## src/rtl/addsub_pkg.sv

```systemverilog
// addsub_pkg: shared types and constants for the add/sub arbiter.
// FSM state encoding, operation modes and saturation limits.
package addsub_pkg;

    typedef enum logic [1:0] {
        IDLE = 2'd0,
        EXEC = 2'd1,
        RESP = 2'd2
    } state_t;

    localparam logic MODE_ADD = 1'b0;
    localparam logic MODE_SUB = 1'b1;

    localparam int ADDSUB_DW = 8;

    localparam logic [ADDSUB_DW-1:0] SAT_POS = 8'h7F;
    localparam logic [ADDSUB_DW-1:0] SAT_NEG = 8'h80;

endpackage

```

## src/rtl/addsub_unit.sv

```systemverilog
// addsub_unit: combinational DW-bit adder/subtractor.
// Subtract is a + ~b + 1; v flags signed overflow, carry is dropped.
module addsub_unit
    import addsub_pkg::*;
#(
    parameter int DW = ADDSUB_DW
) (
    input  logic [DW-1:0] a,
    input  logic [DW-1:0] b,
    input  logic          mode,
    output logic [DW-1:0] result,
    output logic          v
);

    logic [DW-1:0] b_eff;
    logic [DW-1:0] cin;

    assign b_eff  = (mode == MODE_ADD) ? b : ~b;
    assign cin    = {{(DW-1){1'b0}}, (mode == MODE_SUB)};
    assign result = a + b_eff + cin;

    assign v = (a[DW-1] == b_eff[DW-1])
             && (result[DW-1] != a[DW-1]);

endmodule

```

## src/rtl/addsub_arbiter.sv

```systemverilog
// addsub_arbiter: round-robin sharing of one add/sub unit.
// Macro ADDSUB_SATURATE_EN clamps overflowing results to the signed limits.
module addsub_arbiter
    import addsub_pkg::*;
#(
    parameter int N_REQ = 4,
    parameter int DW    = ADDSUB_DW,
    parameter int IDW   = $clog2(N_REQ)
) (
    input  logic                clk,
    input  logic                rst_n,
    input  logic [N_REQ-1:0]    req_valid,
    output logic [N_REQ-1:0]    req_ready,
    input  logic [N_REQ*DW-1:0] req_a,
    input  logic [N_REQ*DW-1:0] req_b,
    input  logic [N_REQ-1:0]    req_mode,
    output logic                rsp_valid,
    input  logic                rsp_ready,
    output logic [IDW-1:0]      rsp_id,
    output logic [DW-1:0]       rsp_result,
    output logic                rsp_v,
    output logic                busy
);

    state_t         state;
    state_t         nxt;
    logic [IDW-1:0] rr_ptr;
    logic [IDW-1:0] grant;
    logic           found;
    logic [IDW-1:0] cap_id;
    logic [DW-1:0]  cap_a;
    logic [DW-1:0]  cap_b;
    logic           cap_mode;
    logic [DW-1:0]  u_res;
    logic           u_v;
    logic [DW-1:0]  fin_res;

    // First valid index after ptr, wrapping; MSB of result = found.
    function automatic logic [IDW:0] rr_pick(
        input logic [N_REQ-1:0] vld,
        input logic [IDW-1:0]   ptr
    );
        logic [IDW:0] r;
        int           j;
        r = '0;
        for (int i = 1; i <= N_REQ; i++) begin
            j = (int'(ptr) + i) % N_REQ;
            if (!r[IDW] && vld[j]) begin
                r = {1'b1, IDW'(j)};
            end
        end
        return r;
    endfunction

    assign {found, grant} = rr_pick(req_valid, rr_ptr);
    assign busy = (state != IDLE);

    addsub_unit #(.DW(DW)) u_unit (
        .a      (cap_a),
        .b      (cap_b),
        .mode   (cap_mode),
        .result (u_res),
        .v      (u_v)
    );

`ifdef ADDSUB_SATURATE_EN
    assign fin_res = !u_v       ? u_res :
                     cap_a[DW-1] ? {1'b1, {(DW-1){1'b0}}}
                                 : {1'b0, {(DW-1){1'b1}}};
`else
    assign fin_res = u_res;
`endif

    // State register.
    always_ff @(posedge clk or negedge rst_n) begin
        if (!rst_n) begin
            state <= IDLE;
        end else begin
            state <= nxt;
        end
    end

    // Next state and the single-cycle accept strobe.
    always_comb begin
        nxt       = state;
        req_ready = '0;
        unique case (state)
            IDLE: begin
                if (found) begin
                    req_ready[grant] = 1'b1;
                    nxt              = EXEC;
                end
            end
            EXEC:    nxt = RESP;
            RESP:    if (rsp_ready) nxt = IDLE;
            default: nxt = IDLE;
        endcase
    end

    // Operand capture, response register and round-robin pointer.
    always_ff @(posedge clk or negedge rst_n) begin
        if (!rst_n) begin
            rr_ptr     <= IDW'(N_REQ - 1);
            cap_id     <= '0;
            cap_a      <= '0;
            cap_b      <= '0;
            cap_mode   <= MODE_ADD;
            rsp_valid  <= 1'b0;
            rsp_id     <= '0;
            rsp_result <= '0;
            rsp_v      <= 1'b0;
        end else begin
            if (state == IDLE && found) begin
                cap_id   <= grant;
                cap_a    <= req_a[grant*DW +: DW];
                cap_b    <= req_b[grant*DW +: DW];
                cap_mode <= req_mode[grant];
            end
            if (state == EXEC) begin
                rsp_valid  <= 1'b1;
                rsp_id     <= cap_id;
                rsp_result <= fin_res;
                rsp_v      <= u_v;
                rr_ptr     <= cap_id;
            end
            if (state == RESP && rsp_ready) begin
                rsp_valid <= 1'b0;
            end
        end
    end

endmodule
```

## config.mk

```make
export PLATFORM = sky130hd
export DESIGN_NAME = addsub_arbiter
export DESIGN_NICKNAME = d
export VERILOG_FILES = /design/src/rtl/addsub_pkg.sv /design/src/rtl/addsub_unit.sv /design/src/rtl/addsub_arbiter.sv
export SDC_FILE = /design/constraint.sdc
export NUM_CORES = 1
export LEC_CHECK = 0
export ABC_AREA = 1
export CORE_ASPECT_RATIO = 1.1
export CORE_MARGIN = 2
export CORE_UTILIZATION = 30
export DETAILED_ROUTE_END_ITERATION = 10
export MAX_ROUTING_LAYER = met4
export PLACE_DENSITY = 0.57
export SYNTH_ARGS = -nofsm -noshare
export SYNTH_HDL_FRONTEND = slang
export SYNTH_HIERARCHICAL = 1
export SYNTH_SLANG_ARGS = --single-unit
```

## constraint.sdc

```tcl
create_clock -name clk -period 4.7 [get_ports clk]
set_clock_uncertainty 0.15 [all_clocks]
set_input_delay 0.47 -clock clk [delete_from_list [all_inputs] [get_ports clk]]
set_output_delay 0.47 -clock clk [all_outputs]
set_load 0.05 [all_outputs]
```

==> results of run 1 <==
-- how the worst max path moves through the flow --
stage	from	to	slack (ps)	cells after the start
3_5_place_dp	req_valid[3]	req_ready[0]	890	13
6_report	req_valid[3]	req_ready[0]	900	13
2_1_floorplan	rr_ptr[0]	req_ready[1]	1760	13
5_1_grt	rr_ptr[0]	req_ready[0]	640	11
4_1_cts	rr_ptr[0]	req_ready[0]	880	11
3_3_place_gp	req_valid[3]	req_ready[2]	940	13
-- state kept, by name, indices dropped and copies added, names as in the netlist --
name / flops
cap_a: 8
cap_b: 8
rsp_result: 8
cap_id: 2
rr_ptr: 2
rsp_id: 2
state: 2
cap_mode: 1
rsp_v: 1
rsp_valid: 1
-- metal layers --
metal | GRT usage [%] | vias up | wire length (um) | part of all wire (%)
li1 | - | 1562 | - | -
met1 | 17.6 | 1318 | 3270 | 45
met2 | 26.3 | 77 | 3570 | 49
met3 | 1.88 | 6 | 322 | 4.4
met4 | 2.84 | 0 | 75 | 1.0
met5 | - | - | 0 | 0
-- power breakdown --
group	leakage (uW)	switching, uW	total [uW]	internal (uW)
clock network	0.0000514	107	265	158
registers	0.000426	124	594	470
logic	0.00168	1680	2600	927
-- Yosys cell counts (5+ instances only) --
cell,instances
a21oi_1,5
buf_2,11
dfrtp_1,33
ha_1,6
inv_1,82
inv_2,5
nand2_1,161
nand2_2,16
nand3_1,45
nand4_1,27
nor2_1,9
o211ai_2,7
o21ai_0,5
or2_1,7
xor2_1,6
-- layout make-up --
class,instances,area [um^2]
clock inverters,2,37.5
repair buffers,95,956
inverters,88,335
fillers,1028,5430
flip-flops and latches,35,878
well taps,117,146
multi-input cells,310,1590
clock buffers,6,72.6
-- through the flow --
stage | util, % | hold slack (ps) | total power [uW]
global placement | 41.4 | 309 | 3170
detailed placement | 41.4 | 310 | 3220
finish | 42.5 | 106 | 3460
CTS | 42.5 | 131 | 3500
global route | 42.5 | 174 | 3880
floorplan | - | 24.4 | 2700
-- cell families after synthesis --
| group | share of synthesized area, % |
|---|---|
| AND/OR/NAND/NOR | 42.5 |
| buffers and inverters | 15.9 |
| adder cells (fa/ha/maj) | 3.24 |
| XOR/XNOR | 2.69 |
| flip-flops | 29.9 |
| AO/OA/AOI/OAI | 5.84 |
-- worst max-delay path: cells and delay by family --
kind,cells,cell delay (ps)
buf+inv,5,1880
simple gates,8,840
-- placed cells by master, fill, tap and decap left out --
master | netlist | layout
a21o_1 | 1 | 1
a21oi_1 | 5 | 5
a21oi_4 | 1 | 1
buf_12 | 0 | 2
buf_2 | 11 | 1
buf_4 | 2 | 4
bufinv_16 | 0 | 1
clkbuf_1 | 3 | 1
clkbuf_8 | 0 | 5
clkdlybuf4s50_1 | 0 | 88
clkinvlp_4 | 0 | 1
dfrtp_1 | 33 | 33
dfstp_2 | 2 | 2
fa_1 | 1 | 1
ha_1 | 6 | 6
inv_1 | 82 | 82
inv_2 | 5 | 5
inv_6 | 1 | 1
nand2_1 | 161 | 161
nand2_2 | 16 | 16
nand3_1 | 45 | 45
nand3_2 | 3 | 3
nand3b_1 | 1 | 1
nand4_1 | 27 | 27
nor2_1 | 9 | 9
nor2_2 | 2 | 2
nor2_4 | 1 | 1
o211ai_2 | 7 | 7
o21ai_0 | 5 | 5
o21ai_1 | 2 | 2
or2_1 | 7 | 7
or2_4 | 1 | 1
xnor2_1 | 3 | 3
xor2_1 | 6 | 6
==> impl_metrics.env, run 1 <==
export IMPL_status="complete, no violations"
export IMPL_ctsHoldBuffers=0
export IMPL_synth_nets=535
export IMPL_slew_viol_final=0
export IMPL_cts_num_sinks=35
export IMPL_routed_wl_um=7240
export IMPL_vdd_drop_max_mv=0.325
export IMPL_synth_area_per_cell_um2=6.48
export IMPL_rows=37
export IMPL_r2r_start="rr_ptr[0]"
export IMPL_wl_per_cell_um=11.1
export IMPL_place_area_um2=3910
export IMPL_cts_setup_buffers=0
export IMPL_clk_pin_slew_ps=80
export IMPL_drive_above_1_share_pct=9.89
export IMPL_antenna_found_initial=0
export IMPL_grt_pass1_wl_um=12700
export IMPL_die_area_um2=10600
export IMPL_cts_tree="done"
export IMPL_synth_area_leaders="dfrtp_1, nand2_1, inv_1"
export IMPL_grt_usage_pct=14.6
export IMPL_post_route_period_util_pct=81.0
export IMPL_worstReg2RegEnd="cap_b[6]"
export IMPL_cts_resized_gates=0
export IMPL_firstDrtPassIters=4
export IMPL_stdcell_area_um2=4020
export IMPL_area_delta_synth_final_pct=36.9
export IMPL_yosys_warnings=6
export IMPL_cts_buffers=5
export IMPL_rsz0062_at_grt="false"
export IMPL_syn_inst=453
export IMPL_grt_max_degree=50
export IMPL_hp_class="in -> async"
export IMPL_criticalPathCategory="in -> out"
export IMPL_drc=0
export IMPL_setup_violations=0
export IMPL_drtAntennaViolNets=0
export IMPL_gr_total_overflow=0
export IMPL_cts_htree_levels=2
export IMPL_grt_pass1_vias=2975
export IMPL_die_w_um=98.3
export IMPL_synthFlopType="dfrtp_1"
export IMPL_synth_top_area_share_pct=28.1
export IMPL_vias_per_cell=4.54
export IMPL_rrSetupSlack_ps=1760
export IMPL_pwr_density_cell_nw_per_um2=862
export IMPL_cap_violations=0
export IMPL_die_h_um=108
export IMPL_crit_path_end_kind="output port"
export IMPL_cp_required_ps=4080
export IMPL_place_hpwl_um=5750
export IMPL_timing_fmax_mhz=263
export IMPL_layout_cells_non_filler=653
export IMPL_dp_cells=645
export IMPL_drtIter0Drc=81
export IMPL_setup_ws_ps=895
export IMPL_setup_worst_path_start_class="input pin"
export IMPL_slew_headroom_pct=45.3
export IMPL_arrival_ps=3180
export IMPL_crit_fanout=21
export IMPL_synth_seq_cells=35
export IMPL_yosysUniqueCellTypes=31
export IMPL_diodes=0
export IMPL_vias=2963
export IMPL_syn_area_um2=2940
export IMPL_tightestPinTransition_ps=818
export IMPL_initial_utilization_pct=31.1
export IMPL_yosys_area_top_type="dfrtp_1"
export IMPL_yosysSeqAreaShare_pct=29.9
export IMPL_setup_tns_ps=0
export IMPL_finalHoldViolCount=0
export IMPL_clk_path_buf_depth=2
export IMPL_crit_slowest_cell="clkdlybuf4s50_1"
export IMPL_layout_nets=617
export IMPL_p_leak_uw=0.00215
export IMPL_rr_worst_depth=14
export IMPL_cp_slowest_stage_delay_ps=810
export IMPL_cts_root_buffer="clkbuf_8"
export IMPL_ios=92
export IMPL_period_needed_ps=3800
export IMPL_synth_edf_count=0
export IMPL_core_area_um2=9440
export IMPL_clock_latency_ps=290
export IMPL_path_common_cell="nand2_1"
export IMPL_synthArstFlopShare_pct=100
export IMPL_dp_slack_ps=893
export IMPL_io_buffers=91
export IMPL_cp_cell_sequence="clkdlybuf4s50_1 > inv_1 > nand2_1 > nand3_1 > nand2_1 > nor2_4 > nand3b_1 > nand2_1 > buf_4 > inv_1 > nand4_1 > nor2_1 > clkdlybuf4s50_1"
export IMPL_gp_congestion=0.795
Note: power is estimated with default switching activity, not from simulation.
==> inputs of run 2 (changes only) <==
clock period = 4 ns   (was 4.7 ns; I/O delays follow)
==> run 2 against run 1 <==
Global-route usage about the same. Combinational power rose by 20%. Highest routed layer unchanged. Non-clock buffer count rose by 1. Final area rose by 0.59%. Via count is 2.0% lower. Clock power rose by 14%. Cell count is 0.15% higher. Sequential power is 16% higher. Clock-buffer cell count grew 1.
==> impl_metrics.env, run 2 (synthesis results as in run 1) <==
export IMPL_initial_utilization_pct=31.1
export IMPL_rrSetupSlack_ps=1290
export IMPL_crit_path_end_kind="output port"
export IMPL_die_h_um=108
export IMPL_ios=92
export IMPL_post_route_period_util_pct=75.7
export IMPL_gr_total_overflow=0
export IMPL_layout_nets=618
export IMPL_cts_resized_gates=0
export IMPL_p_leak_uw=0.00217
export IMPL_timing_fmax_mhz=330
export IMPL_cts_htree_levels=2
export IMPL_antenna_found_initial=0
export IMPL_gp_congestion=0.843
export IMPL_vias_per_cell=4.44
export IMPL_cap_violations=0
export IMPL_slew_headroom_pct=46.0
export IMPL_cts_tree="done"
export IMPL_crit_fanout=14
export IMPL_cp_slowest_stage_delay_ps=640
export IMPL_top_regs="cap_a (8), cap_b (8), rsp_result (8)"
export IMPL_criticalPathCategory="reg -> out"
export IMPL_clock_latency_ps=280
export IMPL_total_power_uw=4120
export IMPL_cp_required_ps=3450
export IMPL_place_hpwl_um=5750
export IMPL_grt_pass1_vias=2818
export IMPL_period_needed_ps=3030
export IMPL_tightestPinTransition_ps=807
export IMPL_routed_wl_um=7160
export IMPL_drtAntennaViolNets=0
export IMPL_drc=0
export IMPL_setup_tns_ps=0
export IMPL_vias=2905
export IMPL_cp_cell_sequence="inv_6 > nand2_1 > nand2_1 > nand2_2 > nand2_2 > nor2_4 > nand3_1 > nand2_1 > inv_2 > nand2_2 > inv_2 > nor2_1 > buf_12"
export IMPL_grt_usage_pct=14.6
export IMPL_firstDrtPassIters=4
export IMPL_vdd_drop_max_mv=0.444
export IMPL_setup_violations=0
export IMPL_cts_root_buffer="clkbuf_8"
export IMPL_diodes=0
export IMPL_ctsHoldBuffers=0
export IMPL_area_delta_synth_final_pct=37.7
export IMPL_final_cell_mix="nand2_1, clkdlybuf4s50_1, inv_1"
export IMPL_die_area_um2=10600
export IMPL_finalHoldViolCount=0
export IMPL_core_area_um2=9440
export IMPL_setup_worst_path_start_class="register"
export IMPL_clk_path_buf_depth=2
export IMPL_clk_pin_slew_ps=60
export IMPL_rows=37
export IMPL_crit_slowest_cell="dfstp_2"
export IMPL_die_w_um=98.3
export IMPL_drtIter0Drc=67
export IMPL_cts_setup_buffers=0
export IMPL_grt_pass1_wl_um=12700
export IMPL_arrival_ps=2480
export IMPL_grt_max_degree=49
export IMPL_hp_class="in -> async"
export IMPL_io_buffers=91
export IMPL_slew_viol_final=0
export IMPL_rsz0062_at_grt="false"
export IMPL_pwr_density_cell_nw_per_um2=1020
export IMPL_cts_num_sinks=35
export IMPL_wl_per_cell_um=10.9
export IMPL_cts_buffers=5
export IMPL_status="complete, no violations"
export IMPL_layout_commonest_cell="nand2_1"
export IMPL_drive_above_1_share_pct=10.2
[run 2: cell count changes in the layout (fill, tap and decap cells not counted)]
cell / change
buf_12: +2
buf_4: +1
clkbuf_1: +1
clkdlybuf4s50_1: -2
clkinvlp_4: -1
[run 2: power by group]
group	leakage [uW]	total, uW	internal (uW)	switching [uW]
Sequential	0.000426	690	552	138
Combinational	0.00169	3120	1130	1990
Clock	0.0000524	302	186	116
[run 2: metrics by stage]
stage          setup slack [ps]  util (%)  hold WS, ps  instances  instance area, um^2
3_5_place_dp               1090      41.7          308        646                 3940
2_1_floorplan              1130         -        -45.6        453                 2940
6_report                    971      42.8         32.3        654                 4040
3_3_place_gp               1140      41.7          309        646                 3940
4_1_cts                     963      42.8         65.0        654                 4040
5_1_grt                     752      42.8         95.6        654                 4040
[run 2: layout make-up]
class	count	area, um^2
fillers	1004	5400
multi-input cells	310	1590
repair buffers	96	983
flip-flops and latches	35	878
inverters	88	335
well taps	117	146
clock buffers	7	76.3
clock inverters	1	30.0
[run 2: worst max-delay path: cells and delay by family (launching register included)]
family        cells  cell delay [ps]
simple gates      9             1070
flops             1              640
buf+inv           4              470
[run 2: per-layer routing]
metal | track usage (%) | wire length, um
met1 | 18.8 | 3380
met2 | 24.1 | 3400
met3 | 2.27 | 271
met4 | 4.11 | 110
met5 | - | 0
[run 2: path summary, 6_finish.rpt]
kind	from	endpoint	depth (start not counted)
min in group clk	rsp_result[2]	rsp_result[2]	2
worst min-delay path	rst_n	cap_a[7]	1
worst min register to register	rsp_result[2]	rsp_result[2]	2
max in group asynchronous	rst_n	cap_a[4]	1
worst max register to register	rr_ptr[0]	cap_a[4]	15
worst max-delay path	rr_ptr[0]	req_ready[3]	13
==> inputs of run 3 (changes only) <==
PLACE_DENSITY = 0.59   (was 0.57)
clock period = 2.5 ns   (was 4 ns; I/O delays follow)
==> run 3 against run 2 <==
The flow now finishes with violations (setup timing). Sequential share of layout area down 2.4 points. Final area rose by 12%. Critical endpoint is now req_ready[0]. Highest routed layer unchanged. Global-route usage up 1.1 points.
==> impl_metrics.env, run 3 (synthesis results as in run 1) <==
export IMPL_cts_buffers=5
export IMPL_place_area_um2=4000
export IMPL_setup_worst_path_end="req_ready[0]"
export IMPL_wl_per_cell_um=11.8
export IMPL_timing_fmax_mhz=390
export IMPL_dr_wl_met3_um=296
export IMPL_r2r_start="rr_ptr[0]"
export IMPL_vias_per_cell=4.54
export IMPL_slew_headroom_pct=48.3
export IMPL_drive_above_1_share_pct=19.8
export IMPL_whs_ps=318
export IMPL_initial_utilization_pct=31.1
export IMPL_layout_commonest_cell="nand2_1"
export IMPL_criticalPathCategory="reg -> out"
export IMPL_vias=3104
export IMPL_cp_required_ps=2100
export IMPL_worstSetupStartpoint="rr_ptr[0]"
export IMPL_core_area_um2=9440
export IMPL_worstReg2RegEnd="cap_a[5]"
export IMPL_top_regs="cap_a (8), cap_b (8), rsp_result (8)"
export IMPL_n_fill_cell=992
export IMPL_drc=0
export IMPL_period_needed_ps=2570
export IMPL_cts_num_sinks=35
export IMPL_die_w_um=98.3
export IMPL_arrival_ps=2170
export IMPL_top_layer_used="met4"
export IMPL_clk_path_buf_depth=2
export IMPL_final_cell_mix="nand2_1, clkdlybuf4s50_1, inv_1"
export IMPL_wl_met1_um=3650
export IMPL_ios=92
export IMPL_slew_viol_final=0
export IMPL_grt_usage_pct=15.7
export IMPL_grt_pass1_vias=3109
export IMPL_grt_pass1_wl_um=13600
export IMPL_hp_class="reg -> reg"
export IMPL_rows=37
export IMPL_cts_tree="done"
export IMPL_cts_htree_levels=2
export IMPL_gp_congestion=0.843
export IMPL_area_delta_synth_final_pct=54.5
export IMPL_clock_latency_ps=280
export IMPL_setup_worst_path_start_class="register"
export IMPL_rr_worst_depth=14
export IMPL_io_buffers=91
export IMPL_layout_cells_non_filler=684
export IMPL_layout_nets=648
export IMPL_post_route_period_util_pct=103
export IMPL_cts_root_buffer="clkbuf_8"
export IMPL_wl_met2_um=4060
export IMPL_firstDrtPassIters=4
export IMPL_place_hpwl_um=5990
export IMPL_rrSetupSlack_ps=70
export IMPL_clk_pin_slew_ps=70
export IMPL_finalHoldViolCount=0
export IMPL_die_h_um=108
export IMPL_routed_wl_um=8110
export IMPL_diodes=0
export IMPL_crit_path_end_kind="output port"
export IMPL_die_area_um2=10600
export IMPL_crit_fanout=8
export IMPL_gr_total_overflow=0
export IMPL_drtAntennaViolNets=0
export IMPL_stdcell_area_um2=4540
export IMPL_cap_violations=0
export IMPL_tightestPinTransition_ps=776
export IMPL_antenna_found_initial=0
export IMPL_setup_ws_ps=-65.5
export IMPL_grt_max_degree=49
export IMPL_violations="setup timing"
export IMPL_rsz0062_at_grt="true"
export IMPL_drtIter0Drc=154
export IMPL_final_util_pct=48.0
export IMPL_setup_violations=4
export IMPL_dp_cells=651
export IMPL_status="complete, but fails checks"
run 3: how the worst min path moves through the flow:
stage	end	start	slack, ps	depth (start not counted)
finish	rsp_result[2]	rsp_result[2]	320	2
CTS	rsp_result[2]	rsp_result[2]	330	2
global route	rsp_result[6]	rsp_result[6]	350	2
detailed placement	rsp_v	rst_n	220	1
global placement	rsp_result[7]	rst_n	220	1
floorplan	cap_a[0]	rst_n	-200	0
run 3: area by class of cell:
class                   count  area (um^2)  area share (%)
multi-input cells         310         1750            38.7
clock inverters             2         35.0           0.772
well taps                 117          146            3.23
flip-flops and latches     35          878            19.4
inverters                  88          340            7.50
repair buffers            126         1300            28.6
clock buffers               6         82.6            1.82
run 3: metal layers:
metal  up-vias  GRT usage, %
met3         8          2.14
li1       1627             -
met4         0          4.31
met1      1400          19.2
met5         -             -
met2        69          27.2
run 3: stage by stage:
stage / setup slack [ps] / TNS, ps
2_1_floorplan: -117 / -267
4_1_cts: -51.8 / -139
6_report: -65.5 / -129
5_1_grt: -183 / -1020
3_5_place_dp: 141 / 0
3_3_place_gp: 176 / 0
run 3: repair_timing:
item,CTS,global route
setup endpoints to repair,4,22
pin swaps,17,23
hold buffers,1,0
gates cloned,0,2
setup buffers,15,11
hold endpoints to repair,33,0
resized for setup,22,29
run 3: worst max-delay path: stages (launching register included):
cell      delay [ps]
dfstp_2          590
clkinv_4         130
nand2_4           90
nand2_4           70
buf_4            150
a21oi_1          190
nand2_2           80
inv_2             70
nand2_4           80
buf_12           140
nor2_2           140
buf_12           150
Power of run 3 is left out: the tool's default activity adds up to more than one toggle a clock period on the data nets, which glitch-free logic cannot reach.
==> variant 1: new RTL, config.mk and constraints of run 3 <==
The option `ADDSUB_SATURATE_EN` is turned on by a define.
--- a/src/rtl/addsub_arbiter.sv
+++ b/src/rtl/addsub_arbiter.sv
@@ -2,2 +2,4 @@
 // Macro ADDSUB_SATURATE_EN clamps overflowing results to the signed limits.
+`define ADDSUB_SATURATE_EN
+
 module addsub_arbiter
Formal check against the unedited RTL: not equivalent (Yosys sat finds a counterexample within 4 cycles, from zero or initial values and one cycle with rst_n low).
==> variant 1 against run 3 <==
  * The flow still finishes with violations (setup timing)
  * Sequential cell count unchanged
  * Design area down 3.2%
  * Critical path type unchanged
  * Critical endpoint unchanged
  * Critical path depth stayed put
  * First-iteration DRC count down 34%
  * Area after synthesis fell by 1.2%
  * Largest cell class unchanged
  * Worst setup slack lost 15 ps
  * Non-clock buffer count decreased by 3
  * Highest routed layer unchanged
  * Routed wire length down 7.0%
Power is left out: the tool's default activity adds up to more than one toggle a clock period on the data nets, which glitch-free logic cannot reach.
==> variant 1: results (changes against run 3) <==
{| class="wikitable"
! Metric !! Value
|-
| Number of fill cells in the layout || 948 (-4.4%)
|-
| Global routing usage summed across all routing layers || 14.9% (-0.83 points)
|-
| Critical path's top delay family || simple AND/OR/NAND/NOR gates
|-
| Met3 Resource Use GR || 2.35% (+0.20 points)
|-
| Setup slack, reg-to-reg || 120 ps (+50 ps)
|-
| Final Worst Setup Slack || -80.6 ps (-15.2 ps)
|-
| Global placer's final weighted congestion || 0.835 (-1.0%)
|-
| Synthesized instance count || 432 (-4.6%)
|-
| Final Setup Violations || 4 (unchanged)
|-
| Capture endpoint of the worst hold path || rsp_id[1]
|-
| Vias in the first global route || 2,840 (-8.7%)
|-
| Total Neg Setup Slack || -236 ps (-108 ps)
|-
| Sum of routed wire segments on met1 || 3450 um (-5.5%)
|-
| Startpoint of the worst hold path || rsp_id[1]
|-
| Number of distinct library cells after synthesis || 35 (+13%)
|-
| Final non-filler cell total || 665 (-2.8%)
|-
| DR vias/cell || 4.55 (+0.37%)
|-
| Sequential-to-total area share from yosys stat || 30.3% (+0.35 points)
|-
| Worst Path Max Fanout || 7 (-1)
|-
| First-iteration detailed-routing DRC count || 101 (-34%)
|-
| Proportion of layout cells with a drive suffix above 1 || 18.4% (-1.3 points)
|-
| R2r endpoint || cap_a[0]
|-
| Count of nets after finishing || 629 (-2.9%)
|-
| Post-synthesis share of cell area spent on xor and xnor gates || 2.72% (+0.031 points)
|-
| DP Cell Count || 640 (-1.7%)
|-
| Met2 Usage GRT || 23.9% (-3.3 points)
|-
| First-pass GRT wire length || 12,700 um (-6.2%)
|-
| DR WL met2 || 3640 um (-11%)
|-
| Status || finished with violations
|-
| Sum of met3 wire segment lengths after detailed routing || 354 um (+20%)
|-
| Pin count of the biggest net entering global routing || 42 (-14%)
|-
| Area fraction in compound gates after synthesis || 7.20% (+1.4 points)
|-
| DPL Wire Length || 5850 um (-2.3%)
|-
| Cell types with the highest counts after synthesis || nand2_1, inv_1, nand3_1
|-
| Failing checks || setup timing
|-
| Global Route met1 Usage || 19.8% (+0.53 points)
|}
## variant 1: layout make-up
cell class | instances | area (sq um) | area share, %
clock buffer | 6 | 72.6 | 1.65
clock inverter | 2 | 12.5 | 0.285
inverter | 86 | 330 | 7.52
multi-input combinational | 296 | 1720 | 39.1
sequential | 35 | 880 | 20.0
tap | 117 | 146 | 3.33
timing repair buffer | 123 | 1230 | 28.1
## variant 1: metrics by stage
stage               hold slack, ps  instance area [sq um]  setup slack, ps
floorplan                     -196                   2910             -197
detailed placement             235                   4020             56.3
CTS                            331                   4260             -110
global route                   384                   4390             -184
finish                         324                   4390            -80.6
global placement               220                   4020              103
## variant 1: timing repair
| item | in CTS | in global routing |
|---|---|---|
| pin swaps | 13 | 10 |
| buffers inserted | 7 | 9 |
| endpoints found under the hold margin | 33 | 0 |
| hold buffers | 1 | 0 |
| gates resized for setup | 21 | 16 |
| cloned | 0 | 1 |
| endpoints found under the setup margin | 4 | 23 |
==> variant 2: new RTL, settings of run 3 <==
Made on the original files. Re-encode `state_t` (3 states) as one-hot, 3 bits wide.
--- a/src/rtl/addsub_pkg.sv
+++ b/src/rtl/addsub_pkg.sv
@@ -4,6 +4,6 @@
 
-    typedef enum logic [1:0] {
-        IDLE = 2'd0,
-        EXEC = 2'd1,
-        RESP = 2'd2
+    typedef enum logic [2:0] {
+        IDLE = 3'b001,
+        EXEC = 3'b010,
+        RESP = 3'b100
     } state_t;
Behaviour: no difference found for any inputs over 10 cycles, from zero or initial values and one cycle with rst_n low; not proved beyond that.
==> variant 2 against run 3 <==
  * Sequential cell count increased by 1
  * Routed wire length shrank 10%
  * Area after synthesis down 2.8%
  * Design area is 9.8% lower
  * Global-route usage is 0.56 points lower
  * Worst setup slack improved by 84 ps
  * Count of clock-buffer cells in the layout rose by 1
  * Critical path type unchanged
==> variant 2: results (changes against run 3) <==
{| class="wikitable"
! Metric !! Value
|-
| Arrival time reported for the critical path endpoint || 2080 ps (-90 ps)
|-
| DR WL/cell || 11.5 um (-2.6%)
|-
| Global routing usage summed across all routing layers || 15.1% (-0.56 points)
|-
| Met2 Usage GRT || 24.8% (-2.5 points)
|-
| Largest stage delay, worst path || 620 ps (+30 ps)
|-
| Final Worst Setup Slack || 18.6 ps (+84.0 ps)
|-
| First-pass GRT wire length || 12,700 um (-6.3%)
|-
| Setup slack, reg-to-reg || 220 ps (+150 ps)
|-
| Cell types with the highest counts after synthesis || nand2_1, nand3_1, dfrtp_1
|-
| Number of distinct library cells after synthesis || 36 (+16%)
|-
| Capture endpoint of the worst hold path || rsp_id[0]
|-
| Sum of met3 wire segment lengths after detailed routing || 262 um (-11%)
|-
| Status || completed
|-
| Pin count of the biggest net entering global routing || 37 (-24%)
|-
| Critical path's top delay family || simple AND/OR/NAND/NOR gates
|-
| R2r endpoint || cap_a[0]
|-
| Reg2Reg Launch Point || rr_ptr[0]
|-
| Post-synth net total || 499 (-6.7%)
|-
| Number of fill cells in the layout || 972 (-2.0%)
|-
| Startpoint of the worst hold path || rsp_id[0]
|-
| Synthesized area divided by synthesized cell count || 6.84 sq um (+5.6%)
|-
| DP Cell Count || 614 (-5.7%)
|-
| Global placer's final weighted congestion || 0.829 (-1.7%)
|-
| Count of nets after finishing || 593 (-8.5%)
|-
| Post-CTS setup-driven buffer insertion count || 2 (-13)
|-
| Top cells by area in the synthesized netlist || dfrtp_1, nand2_1, nand3_1
|-
| Proportion of layout cells with a drive suffix above 1 || 15.4% (-4.3 points)
|-
| Count of instances resized after the clock tree is built || 2 (-91%)
|-
| Placement-stage cell area || 0.00386 sq mm (-3.6%)
|-
| Worst slack, placed || 171 ps (+29.8 ps)
|}
## variant 2: area by class of cell
type | count | area share (%)
Timing Repair Buffer | 104 | 25.4
Tap cell | 117 | 3.58
Sequential cell | 36 | 22.1
Clock inverter | 1 | 0.734
Clock buffer | 7 | 2.36
Multi-Input combinational cell | 335 | 43.0
Inverter | 29 | 2.78
## variant 2: where the power goes
part	internal (mW)	switching, mW
registers	0.883	0.223
logic	1.63	2.77
clock network	0.352	0.201
total	2.86	3.19
## variant 2: cells by family (layout without fill, tap and decap cells)
kind of cell | Yosys count | count (layout) | synth area share (%)
and+or+nand+nor | 308 | 308 | 50.5
DFF | 36 | 36 | 31.7
buffers and inverters | 46 | 141 | 8.73
AOI/OAI and AO/OA | 11 | 11 | 2.98
adders and majority gates | 7 | 7 | 3.33
xor gates and xnor gates | 9 | 9 | 2.76
